**config.mk**
```make
export PLATFORM = sky130hd
export DESIGN_NAME = ball_pair_scheduler
export DESIGN_NICKNAME = d
export VERILOG_FILES = /design/src/rtl/ball_pair_scheduler.sv
export SDC_FILE = /design/constraint.sdc
export NUM_CORES = 1
export LEC_CHECK = 0
export ABC_AREA = 1
export ABC_CLOCK_PERIOD_IN_PS = 12000
export BUFFER_PORTS_ARGS = -buffer_cell sky130_fd_sc_hd__buf_2
export CAP_MARGIN = 20
export CORE_MARGIN = 2
export CORE_UTILIZATION = 44
export CTS_CLUSTER_SIZE = 20
export DETAILED_ROUTE_END_ITERATION = 8
export PLACE_DENSITY = 0.69
export SLEW_MARGIN = 20
export SYNTH_ARGS = -nofsm -noshare
export SYNTH_HDL_FRONTEND = slang
export SYNTH_SLANG_ARGS = --single-unit
```
**constraint.sdc**
```tcl
create_clock -name clk -period 12 [get_ports clk]
set_input_delay 1.8 -clock clk [delete_from_list [all_inputs] [get_ports clk]]
set_output_delay 1.8 -clock clk [all_outputs]
set_load 0.005 [all_outputs]
```
**src/rtl/ball_pair_scheduler.sv**
```systemverilog
// Ball-pair collision scheduler: snapshots ball state per frame, scans all pairs i<j and hands overlapping pairs to the resolver.
// Optional macro APPROACH_FILTER_EN: only closing (approaching) pairs are issued.
module ball_pair_scheduler #(
  parameter int unsigned NUM_BALLS     = 4,
  parameter int unsigned BALL_DIAMETER = 32
) (
  input  logic                        clk,
  input  logic                        resetN,
  input  logic                        startOfFrame,
  input  logic [NUM_BALLS*11-1:0]     ballPosX,
  input  logic [NUM_BALLS*11-1:0]     ballPosY,
  input  logic [NUM_BALLS*11-1:0]     ballVelX,
  input  logic [NUM_BALLS*11-1:0]     ballVelY,
  output logic                        pairValid,
  input  logic                        pairReady,
  output logic [((NUM_BALLS > 2) ? $clog2(NUM_BALLS) : 1)-1:0] pairIdxA,
  output logic [((NUM_BALLS > 2) ? $clog2(NUM_BALLS) : 1)-1:0] pairIdxB,
  output logic                        busy,
  output logic                        frameDone,
  output logic [7:0]                  hitCount,
  output logic                        frameOverrun
);
  localparam int unsigned COORD_W = 11;
  localparam int unsigned DIFF_W  = 12;
  localparam int unsigned PROD_W  = 25;
  localparam int unsigned CNT_W   = 8;
  localparam int unsigned VEC_W   = NUM_BALLS * COORD_W;
  localparam int unsigned IDX_W   = (NUM_BALLS > 2) ? $clog2(NUM_BALLS) : 1;
  localparam logic [PROD_W-1:0] DIAM_SQ    = PROD_W'(BALL_DIAMETER * BALL_DIAMETER);
  localparam logic [IDX_W-1:0]  LAST_IDX   = IDX_W'(NUM_BALLS - 1);
  localparam logic [IDX_W-1:0]  PENULT_IDX = IDX_W'(NUM_BALLS - 2);

  typedef enum logic [1:0] {S_IDLE, S_CHECK, S_ISSUE, S_DONE} state_t;

  state_t                  state, state_nxt;
  logic [IDX_W-1:0]        pair_i, pair_j, pair_i_nxt, pair_j_nxt;
  logic [IDX_W-1:0]        adv_i_c, adv_j_c;
  logic                    last_pair_c;
  logic                    pair_valid_nxt, busy_nxt, frame_done_nxt, frame_overrun_nxt;
  logic [IDX_W-1:0]        idx_a_nxt, idx_b_nxt;
  logic [CNT_W-1:0]        hit_count_nxt;
  logic                    load_snap_c;
  logic [VEC_W-1:0]        snap_pos_x, snap_pos_y, snap_vel_x, snap_vel_y;

  // Per-ball views of the snapshot
  logic signed [COORD_W-1:0] pos_x [NUM_BALLS];
  logic signed [COORD_W-1:0] pos_y [NUM_BALLS];
  always_comb begin
    for (int k = 0; k < NUM_BALLS; k++) begin
      pos_x[k] = snap_pos_x[k*COORD_W +: COORD_W];
      pos_y[k] = snap_pos_y[k*COORD_W +: COORD_W];
    end
  end

  // Squared centre distance of the current pair
  logic signed [DIFF_W-1:0] dx_c, dy_c;
  logic signed [PROD_W-1:0] dx_w_c, dy_w_c, sq_x_c, sq_y_c;
  logic [PROD_W-1:0]        d2_c;
  logic                     overlap_c, hit_c;
  always_comb begin
    dx_c      = $signed({pos_x[pair_j][COORD_W-1], pos_x[pair_j]}) -
                $signed({pos_x[pair_i][COORD_W-1], pos_x[pair_i]});
    dy_c      = $signed({pos_y[pair_j][COORD_W-1], pos_y[pair_j]}) -
                $signed({pos_y[pair_i][COORD_W-1], pos_y[pair_i]});
    dx_w_c    = PROD_W'(dx_c);
    dy_w_c    = PROD_W'(dy_c);
    sq_x_c    = dx_w_c * dx_w_c;
    sq_y_c    = dy_w_c * dy_w_c;
    d2_c      = sq_x_c + sq_y_c;
    overlap_c = (d2_c != '0) && (d2_c < DIAM_SQ);
  end

`ifdef APPROACH_FILTER_EN
  logic signed [COORD_W-1:0] vel_x [NUM_BALLS];
  logic signed [COORD_W-1:0] vel_y [NUM_BALLS];
  logic signed [DIFF_W-1:0]  dvx_c, dvy_c;
  logic signed [PROD_W-1:0]  dot_c;
  always_comb begin
    for (int k = 0; k < NUM_BALLS; k++) begin
      vel_x[k] = snap_vel_x[k*COORD_W +: COORD_W];
      vel_y[k] = snap_vel_y[k*COORD_W +: COORD_W];
    end
    dvx_c = $signed({vel_x[pair_j][COORD_W-1], vel_x[pair_j]}) -
            $signed({vel_x[pair_i][COORD_W-1], vel_x[pair_i]});
    dvy_c = $signed({vel_y[pair_j][COORD_W-1], vel_y[pair_j]}) -
            $signed({vel_y[pair_i][COORD_W-1], vel_y[pair_i]});
    dot_c = dx_w_c * PROD_W'(dvx_c) + dy_w_c * PROD_W'(dvy_c);
    // Negative dot product means the centres are closing
    hit_c = overlap_c && dot_c[PROD_W-1];
  end
`else
  logic unused_vel_c;
  assign unused_vel_c = ^{snap_vel_x, snap_vel_y};
  assign hit_c        = overlap_c;
`endif

  // Next pair in (0,1)(0,2)..(N-2,N-1) order
  always_comb begin
    last_pair_c = (pair_i == PENULT_IDX) && (pair_j == LAST_IDX);
    if (pair_j < LAST_IDX) begin
      adv_i_c = pair_i;
      adv_j_c = pair_j + IDX_W'(1);
    end else begin
      adv_i_c = pair_i + IDX_W'(1);
      adv_j_c = pair_i + IDX_W'(2);
    end
  end

  always_comb begin
    state_nxt         = state;
    pair_i_nxt        = pair_i;
    pair_j_nxt        = pair_j;
    pair_valid_nxt    = pairValid;
    idx_a_nxt         = pairIdxA;
    idx_b_nxt         = pairIdxB;
    hit_count_nxt     = hitCount;
    frame_done_nxt    = 1'b0;
    frame_overrun_nxt = startOfFrame && (state != S_IDLE);
    load_snap_c       = 1'b0;
    unique case (state)
      S_IDLE: begin
        if (startOfFrame) begin
          load_snap_c   = 1'b1;
          pair_i_nxt    = '0;
          pair_j_nxt    = IDX_W'(1);
          hit_count_nxt = '0;
          state_nxt     = S_CHECK;
        end
      end
      S_CHECK: begin
        if (hit_c) begin
          idx_a_nxt      = pair_i;
          idx_b_nxt      = pair_j;
          pair_valid_nxt = 1'b1;
          if (hitCount != '1) hit_count_nxt = hitCount + CNT_W'(1);
          state_nxt      = S_ISSUE;
        end else if (last_pair_c) begin
          frame_done_nxt = 1'b1;
          state_nxt      = S_DONE;
        end else begin
          pair_i_nxt = adv_i_c;
          pair_j_nxt = adv_j_c;
        end
      end
      S_ISSUE: begin
        if (pairReady) begin
          pair_valid_nxt = 1'b0;
          if (last_pair_c) begin
            frame_done_nxt = 1'b1;
            state_nxt      = S_DONE;
          end else begin
            pair_i_nxt = adv_i_c;
            pair_j_nxt = adv_j_c;
            state_nxt  = S_CHECK;
          end
        end
      end
      S_DONE: state_nxt = S_IDLE;
      default: state_nxt = S_IDLE;
    endcase
    busy_nxt = (state_nxt != S_IDLE);
  end

  always_ff @(posedge clk or negedge resetN) begin
    if (!resetN) begin
      state        <= S_IDLE;
      pair_i       <= '0;
      pair_j       <= '0;
      pairValid    <= 1'b0;
      pairIdxA     <= '0;
      pairIdxB     <= '0;
      busy         <= 1'b0;
      frameDone    <= 1'b0;
      hitCount     <= '0;
      frameOverrun <= 1'b0;
      snap_pos_x   <= '0;
      snap_pos_y   <= '0;
      snap_vel_x   <= '0;
      snap_vel_y   <= '0;
    end else begin
      state        <= state_nxt;
      pair_i       <= pair_i_nxt;
      pair_j       <= pair_j_nxt;
      pairValid    <= pair_valid_nxt;
      pairIdxA     <= idx_a_nxt;
      pairIdxB     <= idx_b_nxt;
      busy         <= busy_nxt;
      frameDone    <= frame_done_nxt;
      hitCount     <= hit_count_nxt;
      frameOverrun <= frame_overrun_nxt;
      if (load_snap_c) begin
        snap_pos_x <= ballPosX;
        snap_pos_y <= ballPosY;
        snap_vel_x <= ballVelX;
        snap_vel_y <= ballVelY;
      end
    end
  end
endmodule

```
==> insert_results.sql <==
INSERT INTO impl_metrics (metric_group, metric, value, unit) VALUES
('clock_tree', 'numClockSinks', '110', ''),
('clock_tree', 'cts-htree-levels', '3', ''),
('placed_design', 'dp_slack', '1.420', 'ns'),
('logic_synthesis', 'synth_area_per_cell', '8.628', 'um2'),
('logic_synthesis', 'number_of_flip_flops_and_latches_in_the_synthesized_netlist', '110', ''),
('timing', 'tightestPinTransition', '0.8634', 'ns'),
('clock_tree', 'cts_tree', 'yes', ''),
('layout', 'layout_commonest_cell', 'sky130_fd_sc_hd__inv_1', ''),
('global_route', 'grt_pass1_vias', '14030', ''),
('timing', 'rsz0062_at_grt', 'false', ''),
('placed_design', 'post-place-cells', '2563', ''),
('placed_design', 'port-buffer-count', '107', ''),
('worst_setup_path', 'setup.worst_path.end_class', 'register', ''),
('job', 'cap_viol_max_count', '0', ''),
('logic_synthesis', 'synth_sequential_area_ratio', '0.1619', ''),
('clock_tree', 'ctsLongestPathBuffers', '2', ''),
('worst_setup_path', 'cp.buffers_inverters', '7', ''),
('logic_synthesis', 'synth.area.mux_share', '0.05761', ''),
('worst_setup_path', 'crit_path_max_fanout', '23', ''),
('timing', 'timing.final.crit_period', '10.64', 'ns'),
('clock_tree', 'cts-buffers-inserted', '9', ''),
('logic_synthesis', 'async_reset_ff_frac', '1.000', ''),
('timing', 'max_freq', '0.09401', 'GHz'),
('logic_synthesis', 'area_of_the_mapped_netlist', '17010', 'um2'),
('timing', 'final.setup_skew', '0.01023', 'ns'),
('global_route', 'antenna_violations_before_repair', '1', ''),
('floorplanning', 'design.portCount', '196', ''),
('logic_synthesis', 'synth_adder_area_share', '0.4335', ''),
('logic_synthesis', 'synth_top_family_by_area', 'adder cells', ''),
('floorplanning', 'initial_util', '0.4431', ''),
('layout', 'flow.area_growth_from_synthesis', '8.410', '%'),
('timing', 'worst_slack', '1.362', 'ns'),
('layout', 'post_route_cells_drive_above_1_share', '0.1315', ''),
('routing', 'first_iter_violations', '765', ''),
('clock_tree', 'ctsHoldBuffers', '0', ''),
('global_route', 'gr-total-overflow', '0', ''),
('worst_setup_path', 'critical_path_data_arrival_time', '10.89', 'ns'),
('global_route', 'grt.total_usage', '0.2088', ''),
('global_route', 'grt_max_degree', '91', ''),
('global_route', 'grt_first_pass_wirelength', '68100', 'um'),
('logic_synthesis', 'synth_top_flop_cell', 'sky130_fd_sc_hd__dfrtp_1', ''),
('routing', 'routed_wl', '39930', 'um'),
('floorplanning', 'core_area', '38380', 'um2'),
('timing', 'worst_slew_slack_as_a_fraction_of_its_limit', '0.4244', ''),
('logic_synthesis', 'syn-num-nets', '2562', ''),
('worst_setup_path', 'timing_worst_setup_path_type', 'register to register', ''),
('logic_synthesis', 'synth_edf_count', '0', ''),
('logic_synthesis', 'synth-compound-area-share', '0.06703', ''),
('routing', 'detail_route.wl_per_cell', '15.48', 'um'),
('floorplanning', 'die_w', '200.6', 'um'),
('routing', 'dr_total_vias', '13180', ''),
('floorplanning', 'floorplan.die_area', '40240', 'um2'),
('placed_design', 'place.gp.congestion', '0.8960', ''),
('worst_setup_path', 'worst-endpoint-required', '12.25', 'ns'),
('placed_design', 'detailed_place_hpwl', '33230', 'um'),
('layout', 'most-common-layout-cells', 'sky130_fd_sc_hd__inv_1 (431), sky130_fd_sc_hd__nand2_1 (369), sky130_fd_sc_hd__fa_1 (297), sky130_fd_sc_hd__nor2_1 (198), sky130_fd_sc_hd__ha_1 (114)', ''),
('clock_tree', 'clkTransAtPathRegs', '0.08', 'ns'),
('layout', 'layout.nets', '2647', ''),
('clock_tree', 'cts_resized', '0', ''),
('routing', 'drt_pre_antenna_iters', '5', ''),
('worst_hold_path', 'hp-class', 'register to register', ''),
('worst_setup_path', 'critical-path-slowest-cell', 'sky130_fd_sc_hd__fa_1', ''),
('clock_tree', 'worstSkewPairLatency', '0.37', 'ns'),
('worst_setup_path', 'top_cell_family_by_delay_on_the_critical_path', 'adder cells', ''),
('outcome', 'result_of_the_run', 'completed', ''),
('timing', 'finalCritPeriodShare', '0.8865', ''),
('logic_synthesis', 'synth_xor_area_frac', '0.01030', ''),
('worst_setup_path', 'max_stage_delay', '0.87', 'ns'),
('logic_synthesis', 'yosys.cell_types.count', '43', ''),
('worst_setup_path', 'startpoint_class', 'register', ''),
('timing', 'finalHoldViolations', '0', '');
-- cells by family after synthesis --
group	count (synthesis)
buf+inv	494
mux	87
flops	110
xor+xnor	20
simple gates	663
fa+ha+maj	411
compound gates	186
-- registers in the layout (all words and copies together) (netlist names), 2 cells and up --
| signal | flops |
|---|---|
| hitCount | 8 |
| pairIdxA | 2 |
| pairIdxB | 2 |
| pair_i | 2 |
| pair_j | 2 |
| snap_pos_x | 44 |
| snap_pos_y | 44 |
| state | 2 |
-- through the flow --
stage               hold WS, ns  utilization  cell area [um2]
floorplan                0.4753            -            17010
global placement         0.4741       0.4720            18110
global route             0.5326       0.4804            18440
finish                   0.4963       0.4804            18440
CTS                      0.5010       0.4801            18430
detailed placement       0.4812       0.4720            18110
-- metal layers --
layer / vias up / global-route usage / share of wire
met2: 417 / 0.3563 / 0.49
met1: 6526 / 0.2730 / 0.42
met3: 65 / 0.03799 / 0.066
met4: 0 / 0.05952 / 0.027
li1: 6176 / - / -
met5: - / 0 / 0
-- cell usage after synthesis, types with 8 or more instances --
cell type	count	area, um2
sky130_fd_sc_hd__a21oi_1	65	325.3
sky130_fd_sc_hd__nand3b_1	8	60.06
sky130_fd_sc_hd__nand2_2	9	56.30
sky130_fd_sc_hd__nand2_1	370	1389
sky130_fd_sc_hd__xor2_1	13	113.9
sky130_fd_sc_hd__nor2_1	198	743.2
sky130_fd_sc_hd__fa_1	297	5946
sky130_fd_sc_hd__or2_2	11	68.82
sky130_fd_sc_hd__dfrtp_1	110	2753
sky130_fd_sc_hd__mux2_2	87	979.7
sky130_fd_sc_hd__o22ai_1	20	125.1
sky130_fd_sc_hd__ha_1	114	1426
sky130_fd_sc_hd__inv_2	8	30.03
sky130_fd_sc_hd__nand3_1	41	205.2
sky130_fd_sc_hd__clkbuf_1	40	150.1
sky130_fd_sc_hd__inv_1	431	1618
sky130_fd_sc_hd__nand4_1	8	50.05
sky130_fd_sc_hd__a32o_1	20	200.2
sky130_fd_sc_hd__o21ai_0	54	270.3
-- cell type report --
| class | count | area (um2) |
|---|---|---|
| antenna | 1 | 2.502 |
| clock buffer | 10 | 229.0 |
| clock inverter | 6 | 81.33 |
| fill | 3675 | 19940 |
| inverter | 443 | 1663 |
| multi-input combinational | 1367 | 12380 |
| sequential | 110 | 2753 |
| tap | 518 | 648.1 |
| timing repair buffer | 125 | 680.7 |
-- worst reg2reg max path, delay by kind of cell, from the launching register on --
family / cells / cell delay [ns]
fa+ha+maj: 9 / 4.60
flops: 1 / 0.35
buf+inv: 7 / 1.32
simple gates: 19 / 2.73
compound gates: 9 / 1.52
-- final timing paths --
kind | startpoint | to | slack (ns) | depth (start not counted)
worst max-delay path | pair_j[0] | hitCount[2] | 1.36 | 44
worst min-delay path | pairValid | pairValid | 0.50 | 2
worst max register to register | pair_j[0] | hitCount[2] | 1.36 | 44
worst min register to register | pairValid | pairValid | 0.50 | 2
max in group asynchronous | resetN | snap_pos_y[31] | 9.58 | 2
min in group asynchronous | resetN | snap_pos_x[0] | 1.33 | 1
Power is not shown: default switching activity piles up to over one toggle a cycle in this logic, so the estimate is an artifact.
